File: src/rtl/cpu_controller.sv
// Instruction register, field decode and Moore control FSM ahead of the datapath.
// Build option: CPU_ILLEGAL_TRAP_EN sends illegal opcodes to a sticky TRAP state.
module cpu_controller #(
    parameter int unsigned STATUS_ON_MOV = 0
) (
    input  logic        clk,
    input  logic        reset_n,
    input  logic        load,
    input  logic        s,
    input  logic [15:0] in,
    output logic        w,
    output logic [2:0]  readnum,
    output logic [2:0]  writenum,
    output logic        write,
    output logic [3:0]  vsel,
    output logic        loada,
    output logic        loadb,
    output logic        loadc,
    output logic        loads,
    output logic        asel,
    output logic        bsel,
    output logic [1:0]  shift,
    output logic [1:0]  ALUop,
    output logic [15:0] sximm5,
    output logic [15:0] sximm8,
    output logic        illegal
);

    typedef enum logic [2:0] {
        S_WAIT, S_DECODE, S_WIMM, S_GETA,
        S_GETB, S_ALU, S_WREG, S_TRAP
    } state_t;

`ifdef CPU_ILLEGAL_TRAP_EN
    localparam state_t ILL_NEXT = S_TRAP;
`else
    localparam state_t ILL_NEXT = S_WAIT;
`endif

    state_t      state, next;
    logic [15:0] ir;
    logic [2:0]  opcode, rn, rd, rm;
    logic [1:0]  op, sh;
    logic        is_movi, is_movr, is_alu, is_cmp, needs_a;

    assign opcode = ir[15:13];
    assign op     = ir[12:11];
    assign rn     = ir[10:8];
    assign rd     = ir[7:5];
    assign sh     = ir[4:3];
    assign rm     = ir[2:0];

    assign is_movi = (opcode == 3'b110) && (op == 2'b10);
    assign is_movr = (opcode == 3'b110) && (op == 2'b00);
    assign is_alu  = (opcode == 3'b101);
    assign is_cmp  = is_alu && (op == 2'b01);
    // MVN and MOV-reg are single-operand and skip the A fetch
    assign needs_a = is_alu && (op != 2'b11);

    assign sximm5 = {{11{ir[4]}}, ir[4:0]};
    assign sximm8 = {{8{ir[7]}}, ir[7:0]};

    always_ff @(posedge clk or negedge reset_n) begin
        if (!reset_n) begin
            ir <= '0;
        end else if (state == S_WAIT && load) begin
            ir <= in;
        end
    end

    always_ff @(posedge clk or negedge reset_n) begin
        if (!reset_n) begin
            state <= S_WAIT;
        end else begin
            state <= next;
        end
    end

    always_comb begin
        next     = state;
        w        = 1'b0;
        readnum  = 3'd0;
        writenum = 3'd0;
        write    = 1'b0;
        vsel     = 4'b0000;
        loada    = 1'b0;
        loadb    = 1'b0;
        loadc    = 1'b0;
        loads    = 1'b0;
        asel     = 1'b0;
        bsel     = 1'b0;
        shift    = 2'b00;
        ALUop    = 2'b00;
        unique case (state)
            S_WAIT: begin
                w = 1'b1;
                if (s) next = S_DECODE;
            end
            S_DECODE: begin
                unique case (1'b1)
                    is_movi: next = S_WIMM;
                    is_movr: next = S_GETB;
                    is_alu:  next = needs_a ? S_GETA : S_GETB;
                    default: next = ILL_NEXT;
                endcase
            end
            S_WIMM: begin
                writenum = rn;
                vsel     = 4'b0100;
                write    = 1'b1;
                next     = S_WAIT;
            end
            S_GETA: begin
                readnum = rn;
                loada   = 1'b1;
                next    = S_GETB;
            end
            S_GETB: begin
                readnum = rm;
                loadb   = 1'b1;
                next    = S_ALU;
            end
            S_ALU: begin
                shift = sh;
                loadc = 1'b1;
                asel  = ~needs_a;
                ALUop = is_alu ? op : 2'b00;
                loads = is_alu ? 1'b1 : (STATUS_ON_MOV != 0);
                next  = is_cmp ? S_WAIT : S_WREG;
            end
            S_WREG: begin
                writenum = rd;
                vsel     = 4'b0001;
                write    = 1'b1;
                next     = S_WAIT;
            end
            S_TRAP: begin
                next = S_TRAP;
            end
            default: begin
                next = S_WAIT;
            end
        endcase
    end

`ifdef CPU_ILLEGAL_TRAP_EN
    assign illegal = (state == S_TRAP);
`else
    assign illegal = 1'b0;
`endif

endmodule
File: config.mk
export PLATFORM = sky130hd
export DESIGN_NAME = cpu_controller
export DESIGN_NICKNAME = d
export VERILOG_FILES = /design/src/rtl/cpu_controller.sv
export SDC_FILE = /design/constraint.sdc
export NUM_CORES = 1
export LEC_CHECK = 0
export ABC_AREA = 0
export CAP_MARGIN = 10
export CORE_MARGIN = 3
export CORE_UTILIZATION = 34
export DETAILED_ROUTE_END_ITERATION = 10
export GPL_ROUTABILITY_DRIVEN = 1
export PLACE_DENSITY = 0.76
export SLEW_MARGIN = 20
export SYNTH_ARGS = -nofsm -noshare
export SYNTH_HDL_FRONTEND = slang
export SYNTH_SLANG_ARGS = --single-unit
File: constraint.sdc
create_clock -name clk -period 1.45 [get_ports clk]
set_clock_uncertainty 0.2 [all_clocks]
set_input_delay 0.29 -clock clk [delete_from_list [all_inputs] [get_ports clk]]
set_output_delay 0.29 -clock clk [all_outputs]
set_load 0.01 [all_outputs]
==> results.py <==
metrics = {
    "route": {
        "drc": 0,
        "drtIter0Drc": 45,
        "wl_per_cell_um": 17.2,
        "ant_nets": 0,
        "via_per_inst": 4.80,
        "vias": 1273,
        "dr.pass1.iters": 4,
        "routed_wl_um": 4560,
    },
    "layout": {
        "layout_commonest_cell": "buf_6",
        "nFillCells": 233,
        "multi_input_area_um2": 671,
        "drive_above_1_share_pct": 73.1,
        "ff_latch_area_um2": 480,
        "final_util_pct": 69.7,
        "syn_to_final_growth_pct": 88.0,
        "final_cell_mix": "buf_6, buf_2, buf_4, clkdlybuf4s50_1",
        "antenna_cells": 0,
        "layout.nets": 240,
    },
    "setup_path": {
        "crit_path_end_kind": "primary output",
        "worstSetupPathType": "reg2out",
        "r2r_end": "ir[2]",
        "rr_startpoint": "state[2]",
        "endpoint": "asel",
        "startpoint_type": "flip-flop",
        "cp.required_ns": 0.96,
        "path_max_fanout": 3,
        "r2r_slack_ns": -0.39,
        "startpoint": "ir[14]",
        "critPathArrivalTime_ns": 1.41,
        "reg2reg_depth": 6,
    },
    "power": {
        "finalPower_mw": 6.06,
        "power.density_mw_per_mm2": 2490,
        "ir_drop_mv": 0.976,
        "p_leak_nw": 1.18,
    },
    "clock_network": {
        "cts_tree": "built",
        "htree_levels": 1,
        "ctsLongestPathBuffers": 2,
        "cts_sinks": 19,
        "clkTransAtPathRegs_ns": 0.08,
        "cts_buffers": 3,
        "clockRootBuffer": "clkbuf_8",
        "clkLatencyLatePin_ns": 0.27,
    },
    "floorplan": {
        "fp.dieH_um": 67.7,
        "dieArea_mm2": 0.00459,
        "ios": 75,
        "die_w_um": 67.7,
        "start_util_pct": 37.1,
        "coreArea_mm2": 0.00349,
        "num_rows": 21,
    },
    "logic_synthesis": {
        "netlist_instances": 124,
        "avgSynthCellArea_um2": 10.5,
        "synth_flop_cell": "dfrtp_1",
        "async_flop_share_pct": 100,
        "ys_seq_elements": 19,
        "yosysSeqAreaShare_pct": 36.7,
        "yosys.cell_types.count": 32,
        "yosysWarnings": 0,
        "netlist_area_mm2": 0.00130,
        "synth_edf_count": 0,
    },
    "worst_hold_path": {
        "hold_class": "in2async",
    },
    "global_route": {
        "grt_util_all_layers_pct": 18.9,
        "grt_max_degree": 20,
        "grt_pass1_vias": 1300,
        "antenna_found_initial": 0,
        "grt_pass1_wl_um": 6490,
        "gr-total-overflow": 0,
    },
    "sta": {
        "hold_violations": 0,
        "fin_crit_ns": 1.90,
        "rsz0062_at_grt": "true",
        "slew_viol_final": 0,
        "fmax_ghz": 0.526,
        "period_share_pct": 131,
        "setup-violations-final": 51,
        "setup_ws_ns": -0.452,
    },
    "placed_design": {
        "port-buffer-count": 70,
        "hpwl_um": 2600,
        "gpl.final_weighted_congestion": 0.826,
    },
    "status": {
        "status": "complete, but fails checks",
        "violations": "negative setup slack",
    },
    "flow_run": {
        "drv_cap": 0,
    },
}
==> stage by stage <==
step	instance area (µm²)	setup TNS, ns	cells	setup slack, ns	hold WS (ns)
after detailed placement	2030	-17.52	230	-0.533	0.330
final	2440	-15.69	265	-0.452	0.163
after global routing	2440	-17.64	265	-0.508	0.182
after floorplan	1360	-3.33	127	-0.215	-0.206
after global placement	2030	-16.26	230	-0.508	0.332
after CTS	2240	-14.05	259	-0.427	0.181
==> registers in the layout (all words and copies together) (netlist names) <==
name	count
state	3
ir	16
==> worst min-delay path by stage <==
stage             from     end  slack (ns)  depth (start not counted)
4_1_cts        reset_n  ir[10]        0.18                          2
5_1_grt        reset_n   ir[0]        0.18                          2
3_3_place_gp     ir[9]   ir[9]        0.33                          1
3_5_place_dp     ir[8]   ir[8]        0.33                          1
2_1_floorplan  reset_n   ir[0]       -0.21                          0
6_report       reset_n   ir[2]        0.16                          2
==> cell type report <==
class | instances | share of cell area (%)
timing repair buffer | 129 | 47.8
multi-input combinational | 63 | 27.5
sequential | 19 | 19.7
tap | 46 | 2.36
clock buffer | 3 | 1.69
inverter | 4 | 0.719
clock inverter | 1 | 0.205
==> cell families after synthesis <==
family,after synthesis,share of synthesized area [%]
other,1,0.289
AO/OA/AOI/OAI,12,6.76
buffers and inverters,45,25.7
AND/OR/NAND/NOR,29,12.6
flip-flops,19,36.7
multiplexers,18,18.0
==> per-layer routing <==
metal / up-vias / part of all wire (%) / track usage, %
li1: 574 / - / -
met1: 640 / 37 / 21.5
met2: 51 / 53 / 35.0
met3: 8 / 7.2 / 3.49
met4: 0 / 2.3 / 6.33
met5: - / 0 / 0
==> worst max-delay path: stages, from the launching register on <==
cell      delay (ns)
dfrtp_1         0.38
nand3b_1        0.25
buf_4           0.20
a21oi_4         0.13
nor3_2          0.05
buf_2           0.14
==> synthesized netlist by cell type, drive strengths merged (2+ instances only) <==
master | instances | area (µm²)
a21oi | 2 | 10.0
inv | 4 | 15.0
and3 | 3 | 18.8
dfrtp | 19 | 475
buf | 40 | 314
mux2 | 15 | 203
a22o | 3 | 26.3
nor2 | 8 | 30.0
and2 | 4 | 25.0
nand3 | 2 | 10.0
mux2i | 3 | 30.0
nand2 | 2 | 7.51
nor3 | 4 | 25.0
nor4b | 2 | 17.5
==> report_power, final <==
part / leakage (nW) / switching, mW / internal [mW]
Clock: 0.0255 / 0.200 / 0.192
Combinational: 0.936 / 1.85 / 2.74
Sequential: 0.222 / 0.269 / 0.812
Total: 1.18 / 2.32 / 3.74
==> what timing repair did <==
item | in CTS | in global routing
endpoints found under the setup margin | 70 | 63
setup buffers | 25 | 10
pin swaps | 13 | 6
cloned | 1 | 1
resized for setup | 260 | 33
hold buffers | 0 | 0
Power figures use the tool's default switching activity.
